### src/rtl/bellman_sched_if.sv
`default_nettype none
//==============================================================================
// bellman_sched_if : update, run-control and result signals of bellman_sched
// Revision: 1.0
//==============================================================================
interface bellman_sched_if #(
  parameter int PRED_WIDTH   = 3,
  parameter int WEIGHT_WIDTH = 7
);
  logic                    upd_valid;
  logic                    upd_ready;
  logic [PRED_WIDTH:0]     upd_row;
  logic [PRED_WIDTH:0]     upd_col;
  logic [WEIGHT_WIDTH:0]   upd_weight;
  logic                    run_req;
  logic [PRED_WIDTH:0]     src_in;
  logic                    adjmat_we;
  logic [PRED_WIDTH:0]     adjmat_wr_row;
  logic [PRED_WIDTH:0]     adjmat_wr_col;
  logic [WEIGHT_WIDTH:0]   adjmat_wr_data;
  logic                    bellman_reset;
  logic [PRED_WIDTH:0]     bellman_src;
  logic                    bellman_done;
  logic                    result_valid;
  logic                    result_ready;
  logic [15:0]             run_count;
  logic                    busy;

  modport master (
    output upd_valid, upd_row, upd_col, upd_weight, run_req, src_in,
           bellman_done, result_ready,
    input  upd_ready, adjmat_we, adjmat_wr_row, adjmat_wr_col, adjmat_wr_data,
           bellman_reset, bellman_src, result_valid, run_count, busy
  );

  modport slave (
    input  upd_valid, upd_row, upd_col, upd_weight, run_req, src_in,
           bellman_done, result_ready,
    output upd_ready, adjmat_we, adjmat_wr_row, adjmat_wr_col, adjmat_wr_data,
           bellman_reset, bellman_src, result_valid, run_count, busy
  );
endinterface
`default_nettype wire

### src/rtl/bellman_sched.sv
`default_nettype none
//==============================================================================
// bellman_sched : buffers adjacency-matrix updates, drains them while the
//                 Bellman-Ford engine is idle, and sequences engine runs.
// Revision: 1.0
//==============================================================================
module bellman_sched #(
  parameter int PRED_WIDTH   = 3,
  parameter int WEIGHT_WIDTH = 7,
  parameter int FIFO_DEPTH   = 4
) (
  input  wire logic     clk,
  input  wire logic     reset,
  bellman_sched_if.slave bus
);
  localparam int VW    = PRED_WIDTH + 1;
  localparam int WW    = WEIGHT_WIDTH + 1;
  localparam int EW    = 2 * VW + WW;
  localparam int PTR_W = $clog2(FIFO_DEPTH);

  localparam logic [PTR_W:0] DEPTH_V = (PTR_W + 1)'(FIFO_DEPTH);
  localparam logic [PTR_W:0] CAP_V   = (PTR_W + 1)'(FIFO_DEPTH - 1);
  localparam logic [PTR_W:0] ONE_V   = (PTR_W + 1)'(1);

  typedef enum logic [2:0] {
    S_IDLE   = 3'd0,
    S_DRAIN  = 3'd1,
    S_START  = 3'd2,
    S_RUN    = 3'd3,
    S_REPORT = 3'd4
  } state_t;

  state_t            state_q, state_d;
  logic [EW-1:0]     mem_q [FIFO_DEPTH];
  logic [EW-1:0]     mem_d [FIFO_DEPTH];
  logic [PTR_W:0]    wr_ptr_q, wr_ptr_d;
  logic [PTR_W:0]    rd_ptr_q, rd_ptr_d;
  logic [PTR_W:0]    drain_cnt_q, drain_cnt_d;
  logic              run_pending_q, run_pending_d;
  logic [VW-1:0]     src_q, src_d;
  logic [VW-1:0]     bellman_src_q, bellman_src_d;
  logic [15:0]       run_count_q, run_count_d;

  logic [PTR_W:0]    fifo_count;
  logic              fifo_empty;
  logic              fifo_full;
  logic              push;
  logic              pop;
  logic              drain_last;
  logic              adjmat_we;
  logic              bellman_reset;
  logic              result_valid;
  logic [VW-1:0]     head_row;
  logic [VW-1:0]     head_col;
  logic [WW-1:0]     head_weight;

  assign fifo_count = wr_ptr_q - rd_ptr_q;
  assign fifo_empty = (wr_ptr_q == rd_ptr_q);
  assign fifo_full  = (fifo_count == DEPTH_V);
  assign push       = bus.upd_valid && !fifo_full;
  assign {head_row, head_col, head_weight} = mem_q[rd_ptr_q[PTR_W-1:0]];

  always_comb begin
    mem_d = mem_q;
    if (push) begin
      mem_d[wr_ptr_q[PTR_W-1:0]] = {bus.upd_row, bus.upd_col, bus.upd_weight};
    end
    wr_ptr_d = wr_ptr_q + (PTR_W + 1)'(push);
    rd_ptr_d = rd_ptr_q + (PTR_W + 1)'(pop);
  end

  // A concurrent push keeps the FIFO non-empty, so only a lone last pop ends the drain.
  assign drain_last = (fifo_count == ONE_V) && !push;

  always_comb begin
    state_d       = state_q;
    pop           = 1'b0;
    adjmat_we     = 1'b0;
    bellman_reset = 1'b0;
    result_valid  = 1'b0;
    drain_cnt_d   = drain_cnt_q;
    run_pending_d = run_pending_q;
    src_d         = src_q;
    bellman_src_d = bellman_src_q;
    run_count_d   = run_count_q;

    case (state_q)
      S_IDLE: begin
        // drain_cnt == DEPTH marks a drain cut short for a waiting run.
        if (run_pending_q && (drain_cnt_q == DEPTH_V)) begin
          state_d = S_START;
        end else if (!fifo_empty) begin
          state_d     = S_DRAIN;
          drain_cnt_d = '0;
        end else if (run_pending_q) begin
          state_d = S_START;
        end
      end
      S_DRAIN: begin
        adjmat_we = 1'b1;
        pop       = 1'b1;
        if (run_pending_q && (drain_cnt_q == CAP_V)) begin
          drain_cnt_d = DEPTH_V;
          state_d     = S_IDLE;
        end else begin
          if (drain_cnt_q != CAP_V) begin
            drain_cnt_d = drain_cnt_q + ONE_V;
          end
          if (drain_last) begin
            state_d = S_IDLE;
          end
        end
      end
      S_START: begin
        bellman_reset = 1'b1;
        bellman_src_d = src_q;
        run_pending_d = 1'b0;
        drain_cnt_d   = '0;
        state_d       = S_RUN;
      end
      S_RUN: begin
        if (bus.bellman_done) begin
          state_d = S_REPORT;
        end
      end
      S_REPORT: begin
        result_valid = 1'b1;
        if (bus.result_ready) begin
          run_count_d = run_count_q + 16'd1;
          state_d     = S_IDLE;
        end
      end
      default: state_d = S_IDLE;
    endcase

    // A request arriving during START belongs to the next run.
    if (bus.run_req) begin
      run_pending_d = 1'b1;
      src_d         = bus.src_in;
    end
  end

  always_ff @(posedge clk or posedge reset) begin
    if (reset) begin
      state_q       <= S_IDLE;
      for (int i = 0; i < FIFO_DEPTH; i++) begin
        mem_q[i] <= '0;
      end
      wr_ptr_q      <= '0;
      rd_ptr_q      <= '0;
      drain_cnt_q   <= '0;
      run_pending_q <= 1'b0;
      src_q         <= '0;
      bellman_src_q <= '0;
      run_count_q   <= '0;
    end else begin
      state_q       <= state_d;
      mem_q         <= mem_d;
      wr_ptr_q      <= wr_ptr_d;
      rd_ptr_q      <= rd_ptr_d;
      drain_cnt_q   <= drain_cnt_d;
      run_pending_q <= run_pending_d;
      src_q         <= src_d;
      bellman_src_q <= bellman_src_d;
      run_count_q   <= run_count_d;
    end
  end

  assign bus.upd_ready      = !fifo_full;
  assign bus.adjmat_we      = adjmat_we;
  assign bus.adjmat_wr_row  = head_row;
  assign bus.adjmat_wr_col  = head_col;
  assign bus.adjmat_wr_data = head_weight;
  assign bus.bellman_reset  = bellman_reset;
  assign bus.bellman_src    = bellman_src_q;
  assign bus.result_valid   = result_valid;
  assign bus.run_count      = run_count_q;
  assign bus.busy           = (state_q != S_IDLE) || !fifo_empty || run_pending_q;

endmodule
`default_nettype wire

### src/flat_wrapper.sv
// flat-port wrapper written by rule: the top's interface ports become plain ports
module bellman_sched_flat 
#(
  parameter int PRED_WIDTH   = 3,
  parameter int WEIGHT_WIDTH = 7,
  parameter int FIFO_DEPTH   = 4
)
  (clk, reset, bus_upd_valid, bus_upd_row, bus_upd_col, bus_upd_weight, bus_run_req, bus_src_in, bus_bellman_done, bus_result_ready, bus_upd_ready, bus_adjmat_we, bus_adjmat_wr_row, bus_adjmat_wr_col, bus_adjmat_wr_data, bus_bellman_reset, bus_bellman_src, bus_result_valid, bus_run_count, bus_busy);
  bellman_sched_if #(.PRED_WIDTH(PRED_WIDTH), .WEIGHT_WIDTH(WEIGHT_WIDTH)) bus_i ();
  input  wire logic clk;
  input  wire logic reset;
  input wire logic [$bits(bus_i.upd_valid)-1:0] bus_upd_valid;
  input wire logic [$bits(bus_i.upd_row)-1:0] bus_upd_row;
  input wire logic [$bits(bus_i.upd_col)-1:0] bus_upd_col;
  input wire logic [$bits(bus_i.upd_weight)-1:0] bus_upd_weight;
  input wire logic [$bits(bus_i.run_req)-1:0] bus_run_req;
  input wire logic [$bits(bus_i.src_in)-1:0] bus_src_in;
  input wire logic [$bits(bus_i.bellman_done)-1:0] bus_bellman_done;
  input wire logic [$bits(bus_i.result_ready)-1:0] bus_result_ready;
  output wire logic [$bits(bus_i.upd_ready)-1:0] bus_upd_ready;
  output wire logic [$bits(bus_i.adjmat_we)-1:0] bus_adjmat_we;
  output wire logic [$bits(bus_i.adjmat_wr_row)-1:0] bus_adjmat_wr_row;
  output wire logic [$bits(bus_i.adjmat_wr_col)-1:0] bus_adjmat_wr_col;
  output wire logic [$bits(bus_i.adjmat_wr_data)-1:0] bus_adjmat_wr_data;
  output wire logic [$bits(bus_i.bellman_reset)-1:0] bus_bellman_reset;
  output wire logic [$bits(bus_i.bellman_src)-1:0] bus_bellman_src;
  output wire logic [$bits(bus_i.result_valid)-1:0] bus_result_valid;
  output wire logic [$bits(bus_i.run_count)-1:0] bus_run_count;
  output wire logic [$bits(bus_i.busy)-1:0] bus_busy;
  assign bus_i.upd_valid = bus_upd_valid;
  assign bus_i.upd_row = bus_upd_row;
  assign bus_i.upd_col = bus_upd_col;
  assign bus_i.upd_weight = bus_upd_weight;
  assign bus_i.run_req = bus_run_req;
  assign bus_i.src_in = bus_src_in;
  assign bus_i.bellman_done = bus_bellman_done;
  assign bus_i.result_ready = bus_result_ready;
  assign bus_upd_ready = bus_i.upd_ready;
  assign bus_adjmat_we = bus_i.adjmat_we;
  assign bus_adjmat_wr_row = bus_i.adjmat_wr_row;
  assign bus_adjmat_wr_col = bus_i.adjmat_wr_col;
  assign bus_adjmat_wr_data = bus_i.adjmat_wr_data;
  assign bus_bellman_reset = bus_i.bellman_reset;
  assign bus_bellman_src = bus_i.bellman_src;
  assign bus_result_valid = bus_i.result_valid;
  assign bus_run_count = bus_i.run_count;
  assign bus_busy = bus_i.busy;
  bellman_sched #(.PRED_WIDTH(PRED_WIDTH), .WEIGHT_WIDTH(WEIGHT_WIDTH), .FIFO_DEPTH(FIFO_DEPTH)) u_core (.clk(clk), .reset(reset), .bus(bus_i));
endmodule
### config.mk
export PLATFORM = sky130hd
export DESIGN_NAME = bellman_sched_flat
export DESIGN_NICKNAME = d
export VERILOG_FILES = /design/src/rtl/bellman_sched_if.sv /design/src/rtl/bellman_sched.sv /design/src/flat_wrapper.sv
export SDC_FILE = /design/constraint.sdc
export NUM_CORES = 1
export LEC_CHECK = 0
export ABC_CLOCK_PERIOD_IN_PS = 4340
export CORE_ASPECT_RATIO = 1.25
export CORE_MARGIN = 2
export CORE_UTILIZATION = 55
export CTS_CLUSTER_SIZE = 16
export DETAILED_ROUTE_END_ITERATION = 8
export GPL_ROUTABILITY_DRIVEN = 1
export GPL_TIMING_DRIVEN = 0
export PLACE_DENSITY = 0.86
export RECOVER_POWER = 50
export SYNTH_ARGS = -nofsm -noshare
export SYNTH_HDL_FRONTEND = slang
export SYNTH_SLANG_ARGS = --single-unit
### constraint.sdc
create_clock -name clk -period 4.34 [get_ports clk]
set_clock_uncertainty 0.2 [all_clocks]
set_input_delay 1.085 -clock clk [delete_from_list [all_inputs] [get_ports clk]]
set_output_delay 1.085 -clock clk [all_outputs]
set_load 0.05 [all_outputs]
==> impl_metrics.env <==
export IMPL_via_per_inst=5.74
export IMPL_drc=0
export IMPL_setup_viol=0
export IMPL_outcome="complete, but fails checks"
export IMPL_synth_area_leader_cell="dfrtp_1"
export IMPL_cts_root_buffer="clkbuf_8"
export IMPL_fmaxAchievable_ghz=0.239
export IMPL_relSlewSlack_pct=-4.33
export IMPL_drv_cap=1
export IMPL_vias=2807
export IMPL_yosys_warnings=0
export IMPL_grt_max_degree=73
export IMPL_fin_nets=421
export IMPL_required_ns=3.05
export IMPL_track_usage_pct=20.7
export IMPL_ys_ff_latch=101
export IMPL_cp_max_fo=6
export IMPL_instances_no_fill=489
export IMPL_start_util_pct=56.0
export IMPL_power_leakage_nw=2.65
export IMPL_cts_path_max_buffers=2
export IMPL_fp_dieArea_um2=9490
export IMPL_antenna_left=0
export IMPL_route_met2_wl_um=4690
export IMPL_layout_setup_ws_ns=0.158
export IMPL_ys_seq_area_share_pct=52.7
export IMPL_final_period_utilization_pct=96.4
export IMPL_critPathSlowestCell="clkdlybuf4s50_1"
export IMPL_clock_sink_count=101
export IMPL_crit_chain="inv_1 -> ha_1 -> fa_1 -> xor3_1 -> nand3_4 -> clkdlybuf4s50_1"
export IMPL_dp_hpwl_um=6210
export IMPL_area_growth_pct=20.3
export IMPL_worstMarginPinSlew_ns=1.56
export IMPL_holdBufCountCts=0
export IMPL_synthFlopType="dfrtp_1"
export IMPL_m1WireLength_um=3840
export IMPL_avgRoutedWirePerCell_um=18.3
export IMPL_finalHoldViolCount=0
export IMPL_fin_hold_ws_ns=0.278
export IMPL_yosysMostFrequentCell="dfrtp_1"
export IMPL_p_per_area_nw_per_um2=850
export IMPL_failed_checks="capacitance limit, slew limit"
export IMPL_grt_ovfl_total=0
export IMPL_synth_edff_count=0
export IMPL_regToRegSetupSlack_ns=1.35
export IMPL_rows=38
export IMPL_grt_first_pass_wirelength_um=15000
export IMPL_clk_pin_slew_ns=0.09
export IMPL_drive_above_1_share_pct=31.9
export IMPL_synth_top_cell_area_share_pct=52.7
export IMPL_timing_final_max_slew_violations=73
export IMPL_io_buffer_count=65
export IMPL_synth_cells=307
export IMPL_setup_worst_path_end_class="primary output"
export IMPL_insertedDiodeCount=0
export IMPL_hold_path_class="reg2reg"
export IMPL_cts_tree="done"
export IMPL_ir_worst_vdd_mv=0.405
export IMPL_dp_cells=473
export IMPL_firstDrtPassIters=4
export IMPL_crit_family="buffers and inverters"
export IMPL_cp_arrival_ns=2.90
export IMPL_cts_buffers=9
export IMPL_cts_setup_buffers=0
export IMPL_cts_max_level=3
export IMPL_routed_wl_um=8960
export IMPL_netlist_cell_type_count=42
export IMPL_drt_iter0_drc=98
export IMPL_synth_commonest_cells="dfrtp_1, mux2_4, mux2_2, mux4_2, xor2_1"
export IMPL_timing_critical_path_buf_inv=2
export IMPL_ios=67
export IMPL_synthTopCellsByArea="dfrtp_1, mux2_4, mux2_2"
export IMPL_synthArstFlopShare_pct=100
export IMPL_grt_pass1_vias=2950
export IMPL_grt_antenna_before_repair=0
export IMPL_clk_latency_ns=0.36
export IMPL_setup_worst_path_class="reg2out"
export IMPL_cp_slowest_stage_delay_ns=0.84
export IMPL_pre_cts_ws_ns=0.243
export IMPL_met3_length_um=214
export IMPL_top_layer="met4"
export IMPL_dieWidth_um=87.5
export IMPL_min_period_ns=4.18
export IMPL_rsz0062_at_grt="false"
export IMPL_startpoint_type="flip-flop"
export IMPL_core_area_um2=8560
export IMPL_synth_avg_cell_area_um2=15.6
export IMPL_syn_area_um2=4790
export IMPL_syn_num_nets=344
export IMPL_die_h_um=108
export IMPL_place_congestion=0.810
[flip-flops by register name, summed over array words and instances, names as in the netlist]
| register | cells |
|---|---|
| u_core.mem_q | 64 |
| u_core.bus.run_count | 16 |
| u_core.bus.bellman_src | 4 |
| u_core.src_q | 4 |
| u_core.drain_cnt_q | 3 |
| u_core.rd_ptr_q | 3 |
| u_core.state_q | 3 |
| u_core.wr_ptr_q | 3 |
| u_core.run_pending_q | 1 |
[final cells by class]
class	instances	area [um^2]
well taps	100	125
multi-input cells	183	2140
clock inverters	6	63.8
repair buffers	66	658
inverters	9	35.0
fillers	609	2790
plain buffers	14	90.1
flip-flops and latches	101	2530
clock buffers	10	128
[kinds of logic after synthesis]
kind of cell,after synthesis,share of synthesized area [%]
DFF,101,52.7
muxes,92,28.4
and+or+nand+nor,50,7.59
buffers and inverters,23,2.64
xor gates and xnor gates,19,3.78
AOI/OAI and AO/OA,11,1.83
adders and majority gates,11,3.03
[final timing paths]
kind,start,endpoint,cells after the start
setup / recovery,u_core.wr_ptr_q[0]$_DFF_PP0_,bus_upd_ready,6
setup reg to reg,u_core.rd_ptr_q[1]$_DFF_PP0_,u_core.drain_cnt_q[2]$_DFFE_PP0P_,7
hold reg to reg,u_core.bus.run_count[15]$_DFFE_PP0P_,u_core.bus.run_count[15]$_DFFE_PP0P_,1
max in group asynchronous,reset,u_core.run_pending_q$_DFFE_PP0P_,3
min in group asynchronous,reset,u_core.mem_q[32]$_DFFE_PP0P_,2
hold / removal,u_core.bus.run_count[15]$_DFFE_PP0P_,u_core.bus.run_count[15]$_DFFE_PP0P_,1
[metal layers]
layer,vias to the layer above,GRT usage (%)
met5,-,0
met4,0,10.5
met3,19,2.90
met2,51,33.7
met1,1466,27.0
li1,1271,-
[timing repair]
item	CTS	global route
endpoints found under the setup margin	1	1
hold endpoints to repair	0	0
gates resized for setup	1	1
[where the power goes]
group / internal (mW) / total, mW / switching (mW)
sequential: 1.34 / 1.58 / 0.246
clock: 0.266 / 0.585 / 0.319
combinational: 1.30 / 2.73 / 1.43
[worst register-to-register path: stages, from the launching register on]
cell      delay (ns)
dfrtp_1         0.41
clkbuf_1        0.41
buf_2           0.38
inv_1           0.08
ha_1            0.32
a31o_2          0.26
a221oi_1        0.60
mux2i_1         0.25
[through the flow]
stage	power (mW)	TNS [ns]	area [um^2]	utilization, %
CTS	4.95	0	5790	67.7
global route	5.16	0	5770	67.4
finish	4.90	0	5770	67.4
global placement	4.24	-98.19	5570	65.1
floorplan	3.64	0	4790	-
detailed placement	4.34	0	5600	65.4
[placed cells by master, fill, tap and decap left out, types with 2 or more instances in the layout]
| cell type | count |
|---|---|
| dlygate4sd3_1 | 3 |
| clkdlybuf4s50_1 | 61 |
| buf_6 | 4 |
| nor2_1 | 3 |
| nand2_1 | 9 |
| mux4_2 | 16 |
| nand3_1 | 5 |
| buf_2 | 7 |
| mux2_4 | 40 |
| nor3b_1 | 2 |
| xor2_1 | 14 |
| clkinvlp_4 | 2 |
| nand2b_1 | 4 |
| clkbuf_8 | 9 |
| dfrtp_1 | 101 |
| mux2_2 | 33 |
| nor3_1 | 7 |
| nand4_4 | 4 |
| mux2i_1 | 3 |
| nor4_1 | 2 |
| inv_1 | 8 |
| clkbuf_1 | 5 |
| xnor2_1 | 4 |
| clkinv_2 | 2 |
| nand4_1 | 7 |
| ha_1 | 10 |
Note: power is estimated with default switching activity, not from simulation.
